**src/rtl/irq_encoder8.sv**
```systemverilog
// irq_encoder8: sticky 8-line event capture with per-line mask, lowest-index
// priority selection and a valid/ack handshake on the presented 3-bit code.
module irq_encoder8 #(
  parameter int EDGE_MODE = 1
) (
  input  logic       clk,
  input  logic       rst,
  input  logic [7:0] req,
  input  logic [7:0] mask,
  input  logic       code_ack,
  output logic       code_valid,
  output logic [2:0] code,
  output logic [7:0] pending,
  output logic       overflow
);

  typedef enum logic {
    IDLE    = 1'b0,
    PRESENT = 1'b1
  } state_t;

  state_t     state, state_nxt;
  logic [7:0] req_q;
  logic [7:0] ev;
  logic [7:0] clr;
  logic [7:0] elig;
  logic [7:0] pending_nxt;
  logic [2:0] sel;
  logic [2:0] code_nxt;
  logic       valid_nxt;
  logic       overflow_nxt;

  always_ff @(posedge clk) begin
    if (rst) begin
      state      <= IDLE;
      req_q      <= req;
      pending    <= '0;
      code       <= '0;
      code_valid <= 1'b0;
      overflow   <= 1'b0;
    end else begin
      state      <= state_nxt;
      req_q      <= req;
      pending    <= pending_nxt;
      code       <= code_nxt;
      code_valid <= valid_nxt;
      overflow   <= overflow_nxt;
    end
  end

  always_comb begin
    state_nxt = state;
    case (state)
      IDLE:    if (elig != '0) state_nxt = PRESENT;
      PRESENT: if (code_ack)   state_nxt = IDLE;
      default: state_nxt = IDLE;
    endcase
  end

  always_comb begin
    ev           = (EDGE_MODE != 0) ? (req & ~req_q) : req;
    clr          = (code_valid && code_ack) ? (8'b1 << code) : '0;
    // Set dominates clear so an event landing on the acked line is kept.
    pending_nxt  = (pending & ~clr) | ev;
    elig         = pending & ~mask;
    overflow_nxt = (EDGE_MODE != 0) ? |(ev & pending & ~clr) : 1'b0;

    sel = '0;
    for (int unsigned i = 8; i > 0; i--) begin
      if (elig[i-1]) sel = 3'(i - 1);
    end

    code_nxt = code;
    if (state == IDLE && elig != '0) code_nxt = sel;
    valid_nxt = (state_nxt == PRESENT);
  end

endmodule
```
**config.mk**
```make
export PLATFORM = sky130hd
export DESIGN_NAME = irq_encoder8
export DESIGN_NICKNAME = d
export VERILOG_FILES = /design/src/rtl/irq_encoder8.sv
export SDC_FILE = /design/constraint.sdc
export NUM_CORES = 1
export LEC_CHECK = 0
export ABC_AREA = 1
export BUFFER_PORTS_ARGS = -buffer_cell sky130_fd_sc_hd__buf_2
export CAP_MARGIN = 30
export CORE_MARGIN = 2
export CORE_UTILIZATION = 26
export CTS_CLUSTER_DIAMETER = 80
export DETAILED_ROUTE_END_ITERATION = 16
export HOLD_SLACK_MARGIN = 0.05
export PLACE_DENSITY = 0.51
export SETUP_SLACK_MARGIN = 0.05
export SYNTH_ARGS = -nofsm -noshare
export SYNTH_HDL_FRONTEND = slang
export SYNTH_SLANG_ARGS = --single-unit
```
**constraint.sdc**
```tcl
create_clock -name clk -period 1.2 [get_ports clk]
set_input_delay 0.12 -clock clk [delete_from_list [all_inputs] [get_ports clk]]
set_output_delay 0.12 -clock clk [all_outputs]
set_load 0.02 [all_outputs]
```
# ---- Word level (Yosys, flattened, before mapping)
# Cells that the tools add are included.
dict set report classes {
  shifts 1
  n_bitwise 10
  reduce_logical 4
  mux 12
}
# operator n
set ops {}
lappend ops {{bitwise AND 8 bit} 5}
lappend ops {{two-way mux 3 bit} 8}
lappend ops {{inverter 8 bit} 3}
lappend ops {{two-way mux 8 bit} 1}
lappend ops {{bitwise OR 8 bit} 1}
lappend ops {{nonzero test 8 bit} 1}
lappend ops {{OR reduction 8 bit} 1}
lappend ops {{<< shifter 1 x 3 -> 8 bit (first input constant)} 1}
lappend ops {{logical AND 1 bit} 2}
lappend ops {{two-way mux 1 bit} 2}
lappend ops {{one-hot mux 1 bit (2 select lines)} 1}
lappend ops {{inverter 1 bit} 1}
dict set report totals {
  output_inout_bits 13
  word_cells 32
  register_bits 21
}

# ---- Logic depth before layout (Yosys ltp)
# Gate-level depths: netlist of the first run.
dict set report logic_depth {
  ltp_word 10
  ltp_mapped 10
}

# ---- Worst setup path before layout of the first run
# Ideal clock, no wire load.
dict set report synth_path {
  path_kind {reg2reg}
  start {reg code[2]}
  end {reg overflow}
  arrival_time_ns 1.069
  path_stages_with_launch 8
  setup_ns 0.121
  period_less_slack_ns 1.190
  n_path_buf 0
  slack_ns 0.010
  cell_sequence {dfxtp_1 inv_1 nor2_4 nand2_1 nand4_1 nand2_1 nor2_1 a21oi_1}
}
dict set report synth_between {
  elab_chain_len 5
}
# item line_no
set synth_rtl {}
lappend synth_rtl {{from (decl)} 12} ;# output logic [2:0] code,
lappend synth_rtl {{from (signal assigned)} 45} ;# code <= code_nxt;
lappend synth_rtl {{<< shifter 1 x 3 -> 8 bit} 62} ;# clr = (code_valid && code_ack) ? (8'b1 << code) : '0;
lappend synth_rtl {{two-way mux 8 bit} 62}
lappend synth_rtl {{inverter 8 bit} 66} ;# overflow_nxt = (EDGE_MODE != 0) ? |(ev & pending & ~clr) : 1'b0;
lappend synth_rtl {{bitwise AND 8 bit} 66}
lappend synth_rtl {{OR reduction 8 bit} 66}
lappend synth_rtl {{to (signal assigned)} 47} ;# overflow <= overflow_nxt;
lappend synth_rtl {{to (decl)} 14} ;# output logic overflow
# Every way passes these cells.
# A chain may end at the register's enable or synchronous reset.

==> impl_metrics.ini, run 1 <==
[outcome]
status = finished, final reports clean

[floorplan]
die_h_um = 63.8
io_pins = 32
coreArea_sq_um = 3390
start_util_pct = 27.4
die_w_um = 63.8
dieArea_sq_um = 4060
rows = 21

[critical_path]
crit_path_start_kind = flop
cpPeakStageDelay_ps = 370
cp.required_ps = 1390
path_cells = nand2_4 > nor2_4 > nand2_1 > nand4_1 > nand2_1 > nor2_1 > a21oi_1
path_class = flop to flop
critPathArrivalTime_ps = 1290
critPathCaptureType = flop
reg2reg_depth = 7
cp_max_fo = 4
r2r_setup_slack_ps = 100
crit_slowest_cell = dfxtp_2
crit_top_cell = nand2_1

[timing]
slew_headroom_pct = 85.5
fin_worst_skew_ps = 5.17
slew_viol_final = 0
setup_ws_ps = 98.5
max_slew.worst_pin.slew_ps = 216
finalCriticalPeriod_ps = 1100
hold-worst-slack_ps = 110
finalSetupViolCount = 0
rsz0062_at_grt = true
period_share_pct = 91.8
fmax_ghz = 0.908
final-hold-violation-count = 0

[yosys]
synth-edff-count = 0
synthesis.nets = 153
ys_seq_elements = 21
synth_area_leaders = dfxtp_1, nand2_1, inv_1
syn_area_per_cell_sq_um = 6.93
synth_area_sq_um = 928
async_flop_share_pct = 0
yosys.area.top_type_share_pct = 45.3
synth_flop_cell = dfxtp_1
yosysTopAreaCell = dfxtp_1
synth.most_common_cell = nand2_1
ys_warn_count = 0
synth_cells = 134
synthTopCellsByCount = nand2_1, inv_1, dfxtp_1
yosysSeqAreaShare_pct = 45.3
synth.distinct_cells = 16

[clock_network]
cts-root-buf = clkbuf_4
clockBufferDepth = 2
cts_max_level = 1
clock_sinks = 21
clk_latency_ps = 300
clk_transition_reported_paths_ps = 120
cts_tree = yes
cts_buffers = 3

[final_layout]
diodes = 0
drive_gt1_share_pct = 43.8
num-nets-final = 205
fillers = 367
area_growth_pct = 48.2

[global_route]
grt_pass1_vias = 848
grt_first_pass_wirelength_um = 3680
grt_util_all_layers_pct = 11.8
grt_max_degree = 12
grt_antenna_before_repair = 0
overflow = 0

[worst_hold_path]
hp-class = primary input to flop
hold_path_depth = 2

[drt]
drc = 0
drt-total-wl_um = 2310
drtAntennaViolNets = 0
drt_first_pass_iters = 4
via_per_inst = 4.25
drtIter0Drc = 27
vias = 981
wl_per_cell_um = 10.0

[pwr]
power.density_nw_per_um2 = 1140
switchingPower_mw = 0.501
ir_worst_vdd_mv = 0.416
seqPwrFrac_pct = 51.5
pwr-share-comb_pct = 26.8
p_int_mw = 1.07
p_clk_share_pct = 21.7
p_leak_nw = 0.720
p_sw_share_pct = 32.0

[place]
gp_routability_congestion = 0.911
place.port_buffers = 31
dp_slack_ps = 43.4
dp.final_hpwl_um = 1810

[flow_run]
maxCapViolCount = 0
placed cells by master (no fill, tap or decap), drive strengths merged:
cell type	netlist	final
inv	24	24
a21oi	11	11
nand4	7	7
buf	0	40
o21ai	5	5
nor2	13	13
a31oi	1	1
dfxtp	21	21
clkbuf	1	4
o211ai	1	1
dlygate4sd3	0	8
nand2	50	50
worst paths after layout:
kind | startpoint | endpoint
worst max-delay path | state | overflow
worst min-delay path | rst | pending[4]
worst max register to register | state | overflow
worst min register to register | req_q[4] | pending[4]
per-stage QoR:
stage	cell area [sq um]	TNS, ps	power [mW]	instances	utilization [%]
6_report	1380	0	1.57	231	40.6
5_1_grt	1380	-3.03	1.68	231	40.6
4_1_cts	1270	0	1.53	225	37.6
3_5_place_dp	1150	0	1.16	211	33.8
3_3_place_gp	1150	0	1.15	211	33.8
2_1_floorplan	931	0	1.04	134	-
layout make-up:
class	instances	area [sq um]	area share [%]
clock buffer	4	26.3	1.91
tap	46	57.6	4.18
multi-input combinational	88	460	33.5
sequential	21	439	31.9
inverter	24	90.1	6.55
timing repair buffer	48	303	22.0
what timing repair did:
| action | 4_1_cts | 5_1_grt |
|---|---|---|
| hold buffers | 8 | 0 |
| setup endpoints to repair | 2 | 4 |
| setup buffers | 2 | 6 |
| pin swaps | 1 | 12 |
| gates resized for setup | 6 | 24 |
| hold endpoints to repair | 8 | 0 |
flip-flops by register name, indices dropped and copies added (netlist names):
signal	count
code	3
req_q	8
overflow	1
pending	8
state	1
layer usage:
metal / vias up / wire, um / GRT usage (%)
met4: 0 / 38 / 6.52
met2: 10 / 1250 / 21.2
met1: 449 / 993 / 13.4
met5: - / 0 / 0
li1: 520 / - / -
met3: 2 / 31 / 1.58
worst max-delay path: cells and delay by family, from the launching register on:
kind	cells	cell delay (ps)
simple gates	6	560
flops	1	370
compound gates	1	60
power groups by stage:
stage | Clock, mW | Sequential (mW) | Combinational, mW
after CTS | 0.354 | 0.805 | 0.373
after global routing | 0.391 | 0.815 | 0.469
after detailed placement | 0 | 0.821 | 0.338
after global placement | 0 | 0.817 | 0.335
after floorplan | 0 | 0.864 | 0.171
final | 0.340 | 0.807 | 0.420
cells by family after synthesis:
family / count (synthesis) / share of synthesized area, %
simple gates: 70 / 33.2
buf+inv: 25 / 10.2
flops: 21 / 45.3
compound gates: 18 / 11.3
(Power assumes the default switching activity.)
==> run 2: changes to the inputs <==
--- a/config.mk
+++ b/config.mk
@@ -14,6 +14,7 @@
 export DETAILED_ROUTE_END_ITERATION = 16
 export HOLD_SLACK_MARGIN = 0.05
 export PLACE_DENSITY = 0.51
+export RECOVER_POWER = 25
 export SETUP_SLACK_MARGIN = 0.05
 export SYNTH_ARGS = -nofsm -noshare
 export SYNTH_HDL_FRONTEND = slang
==> run 2 against run 1 <==
Net effect: via count shrank 0.10%; largest cell class unchanged; clock power about the same; wire length decreased by 0.35%; highest routed layer unchanged; combinational power barely moved; sequential power is essentially flat; setup slack about the same.
==> impl_metrics.ini, run 2 (synthesized netlist as in run 1, its figures left out) <==
[timing]
finalCriticalPeriod_ps = 1100
hold-worst-slack_ps = 106
slew_headroom_pct = 85.6
finalSetupViolCount = 0
setup_ws_ps = 98.3
fin_worst_skew_ps = 5.72
max_slew.worst_pin.slew_ps = 216
fmax_ghz = 0.908
final-hold-violation-count = 0
slew_viol_final = 0
period_share_pct = 91.8
rsz0062_at_grt = true

[critical_path]
timing.rr.start = state
cp.required_ps = 1390
cp-startpoint = state
critPathArrivalTime_ps = 1300
critPathCaptureType = flop
path_class = flop to flop
cp_max_fo = 4
crit_path_start_kind = flop

[floorplan]
start_util_pct = 27.4
coreArea_sq_um = 3390
dieArea_sq_um = 4060
io_pins = 32
die_w_um = 63.8
die_h_um = 63.8
rows = 21

[worst_hold_path]
hp-class = primary input to flop
min_from = rst

[global_route]
grt_pass1_vias = 848
grt_util_all_layers_pct = 11.8
grt_antenna_before_repair = 0
overflow = 0
grt_max_degree = 12
grt_first_pass_wirelength_um = 3680

[pwr]
p_sw_share_pct = 32.1
p_clk_share_pct = 21.8
p_int_mw = 1.06
p_leak_nw = 0.701
ir_worst_vdd_mv = 0.416
power.density_nw_per_um2 = 1150
seqPwrFrac_pct = 51.5
pwr-share-comb_pct = 26.6
switchingPower_mw = 0.503

[drt]
drt_first_pass_iters = 4
wl_per_cell_um = 9.98
drt-total-wl_um = 2310
drtIter0Drc = 22
vias = 980
via_per_inst = 4.24
drc = 0
drtAntennaViolNets = 0

[final_layout]
largest_registers = pending x8, req_q x8, code x3
final_common_cell = nand2_1
num-nets-final = 205
drive_gt1_share_pct = 40.0
diodes = 0
mostFrequentLayoutCells = nand2_1, buf_2, inv_1
area_growth_pct = 47.3

[place]
place.port_buffers = 31
gp_routability_congestion = 0.911
dp.final_hpwl_um = 1810
dp_slack_ps = 43.4

[clock_network]
cts-root-buf = clkbuf_4
cts_buffers = 3
cts_max_level = 1
clk_transition_reported_paths_ps = 120
clockBufferDepth = 2
cts_tree = yes
clk_latency_ps = 300
clock_sinks = 21

[flow_run]
maxCapViolCount = 0

[outcome]
status = finished, final reports clean
run 2: cell types whose count changed in the layout (fill, tap and decap cells not counted), sizes merged:
| cell | delta |
|---|---|
| buf | -7 |
| clkbuf | +7 |
run 2: final timing paths:
path / to / slack (ps) / depth (start not counted)
hold / removal: pending[7] / 110 / 2
setup / recovery: overflow / 100 / 7
setup reg to reg: overflow / 100 / 7
hold reg to reg: pending[4] / 490 / 3
run 2: timing repair:
| item | CTS | global route |
|---|---|---|
| endpoints found under the hold margin | 8 | 0 |
| setup endpoints to repair | 2 | 4 |
| buffers inserted | 2 | 6 |
| hold buffers | 8 | 0 |
| pin swaps | 1 | 12 |
| cloned | 0 | 0 |
| resized for setup | 6 | 24 |
run 2: power groups by stage:
stage / logic [mW] / clock network, mW / registers, mW
2_1_floorplan: 0.171 / 0 / 0.864
3_3_place_gp: 0.335 / 0 / 0.817
3_5_place_dp: 0.338 / 0 / 0.821
4_1_cts: 0.373 / 0.354 / 0.805
5_1_grt: 0.466 / 0.391 / 0.815
6_report: 0.417 / 0.342 / 0.807
run 2: layout make-up:
class | instances | area, sq um
fill | 369 | 2020
multi-input combinational | 88 | 460
sequential | 21 | 439
timing repair buffer | 48 | 294
inverter | 24 | 90.1
tap | 46 | 57.6
clock buffer | 4 | 26.3
run 2: routing by layer:
layer / up-vias / global-route usage (%) / share of wire, %
li1: 520 / - / -
met1: 444 / 13.4 / 42
met2: 12 / 21.2 / 54
met3: 4 / 1.58 / 1.4
met4: 0 / 6.52 / 2.4
met5: - / 0 / 0
run 2: critical path, stage by stage, from the launching register on:
cell	delay (ps)
dfxtp_2	370
nand2_4	70
nor2_4	180
nand2_1	90
nand4_1	70
nand2_1	50
nor2_1	100
a21oi_1	60
run 2: metrics by stage:
step	power [mW]	std cells	instance area, sq um	utilization, %	setup TNS (ps)
floorplan	1.04	134	931	-	0
global placement	1.15	211	1150	33.8	0
detailed placement	1.16	211	1150	33.8	0
CTS	1.53	225	1270	37.6	0
global route	1.67	231	1370	40.3	-3.03
finish	1.57	231	1370	40.3	0
==> run 3: changes to the inputs <==
--- a/config.mk
+++ b/config.mk
@@ -6,14 +6,17 @@
 export NUM_CORES = 1
 export LEC_CHECK = 0
 export ABC_AREA = 1
+export ABC_CLOCK_PERIOD_IN_PS = 1200
 export BUFFER_PORTS_ARGS = -buffer_cell sky130_fd_sc_hd__buf_2
 export CAP_MARGIN = 30
+export CELL_PAD_IN_SITES_DETAIL_PLACEMENT = 1
+export CELL_PAD_IN_SITES_GLOBAL_PLACEMENT = 1
 export CORE_MARGIN = 2
 export CORE_UTILIZATION = 26
 export CTS_CLUSTER_DIAMETER = 80
 export DETAILED_ROUTE_END_ITERATION = 16
 export HOLD_SLACK_MARGIN = 0.05
-export PLACE_DENSITY = 0.51
+export PLACE_DENSITY = 0.67
 export RECOVER_POWER = 25
 export SETUP_SLACK_MARGIN = 0.05
 export SYNTH_ARGS = -nofsm -noshare
==> run 3 against run 2 <==
Net effect: sequential power up 0.7%; sequential share of layout area about the same; first-iteration DRC count decreased by 23%; final cell count grew 0.43%; global-route usage increased by 1.6 points; register-to-register slack worse by 20 ps; non-clock buffer count increased by 1; critical path depth unchanged; setup slack worse by 24 ps; flip-flop and latch count stayed put; clock power is 7.0% higher; largest power group unchanged.
==> impl_metrics.ini, run 3 (synthesized netlist as in run 1, its figures left out) <==
[worst_hold_path]
hp-class = primary input to flop
hold_path_depth = 2

[flow_run]
maxCapViolCount = 0

[place]
gp_routability_congestion = 0.753
place_area_sq_um = 1150
place.port_buffers = 31
dp.final_hpwl_um = 2000

[drt]
wl_per_cell_um = 11.3
drtAntennaViolNets = 0
via_per_inst = 4.35
drc = 0
drt-total-wl_um = 2620
vias = 1010
drt_first_pass_iters = 2
drtIter0Drc = 17

[timing]
fin_worst_skew_ps = 4.95
period_share_pct = 93.8
fmax_ghz = 0.888
slew_viol_final = 0
finalCriticalPeriod_ps = 1130
rsz0062_at_grt = true
finalSetupViolCount = 0
final.setup.tns_ps = 0
max_slew.worst_pin.slew_ps = 178
final-hold-violation-count = 0
slew_headroom_pct = 88.1

[pwr]
pwr-share-comb_pct = 26.5
p_sw_share_pct = 33.6
power.density_nw_per_um2 = 1160
ir_worst_vdd_mv = 0.379
p_total_mw = 1.60
seqPwrFrac_pct = 50.7
p_leak_nw = 0.710
switchingPower_mw = 0.539
p_clk_share_pct = 22.8
p_int_mw = 1.06

[global_route]
grt_first_pass_wirelength_um = 4190
grt_util_all_layers_pct = 13.4
grt_pass1_vias = 995
grt_max_degree = 13
overflow = 0
grt_antenna_before_repair = 0

[final_layout]
multi_input_area_sq_um = 463
final_common_cell = nand2_1
finalInstanceArea_sq_um = 1390
diodes = 0
final_util_pct = 40.9
drive_gt1_share_pct = 41.4
num-nets-final = 206
fillers = 443
largest_registers = pending x8, req_q x8, code x3
mostFrequentLayoutCells = nand2_1, buf_2, inv_1
seqCellArea_sq_um = 445
area_growth_pct = 49.2

[clock_network]
cts_tree = yes
clock_sinks = 21
cts-root-buf = clkbuf_4
cts_buffers = 3
clk_latency_ps = 320
cts_max_level = 1
clk_transition_reported_paths_ps = 130
clockBufferDepth = 2

[critical_path]
cp.required_ps = 1430
path_class = flop to flop
reg2reg_depth = 7
critPathArrivalTime_ps = 1350
cp_max_fo = 4
crit_path_start_kind = flop
r2r_setup_slack_ps = 70
critPathCaptureType = flop

[floorplan]
io_pins = 32
start_util_pct = 27.4
die_w_um = 63.8
die_h_um = 63.8
rows = 21
coreArea_sq_um = 3390
dieArea_sq_um = 4060

[outcome]
status = finished, final reports clean
[run 3: cell count changes in the layout (fill, tap and decap cells not counted), sizes merged]
cell    previous run  this run
clkbuf            11        10
buf               33        34
clkinv             0         1
[run 3: power by group through the flow]
stage	combinational [mW]	clock [mW]	sequential [mW]
floorplan	0.171	0	0.864
global placement	0.335	0	0.817
detailed placement	0.342	0	0.823
CTS	0.386	0.385	0.807
global route	0.475	0.416	0.823
finish	0.424	0.366	0.813
[run 3: routing by layer]
| metal | vias up | share of wire (%) | track usage [%] |
|---|---|---|---|
| met4 | 0 | 1.2 | 4.89 |
| li1 | 516 | - | - |
| met5 | - | 0 | 0 |
| met1 | 473 | 43 | 15.8 |
| met3 | 4 | 3.1 | 2.99 |
| met2 | 17 | 52 | 23.6 |
[run 3: what timing repair did]
item / in CTS / in global routing
pin swaps: 3 / 10
setup buffers: 3 / 6
gates resized for setup: 10 / 23
endpoints found under the hold margin: 14 / 0
setup endpoints to repair: 3 / 4
hold buffers: 8 / 0
[run 3: per-stage QoR]
step | hold WS (ps) | instances | worst slack [ps]
floorplan | 148 | 134 | 67.6
global placement | 241 | 211 | 23.4
detailed placement | 243 | 211 | -10.9
CTS | 51.4 | 226 | 49.3
global route | 55.2 | 232 | -39.9
finish | 53.5 | 232 | 74.4
[run 3: worst paths after layout]
kind / end / startpoint
worst max-delay path: overflow / code[2]
worst min-delay path: pending[5] / rst
worst max register to register: overflow / code[2]
worst min register to register: pending[6] / pending[6]
[run 3: layout make-up]
| cell class | count | area share (%) |
|---|---|---|
| flip-flops and latches | 21 | 32.2 |
| inverters | 24 | 6.50 |
| clock inverters | 1 | 0.361 |
| repair buffers | 49 | 21.8 |
| well taps | 46 | 4.16 |
| clock buffers | 3 | 1.63 |
| multi-input cells | 88 | 33.4 |
[run 3: worst max-delay path: stages, from the launching register on]
cell     delay, ps
dfxtp_4        390
inv_1           70
nor2_4         180
nand2_2         80
nand4_1         80
nand2_1         60
nor2_1         110
a21oi_1         70
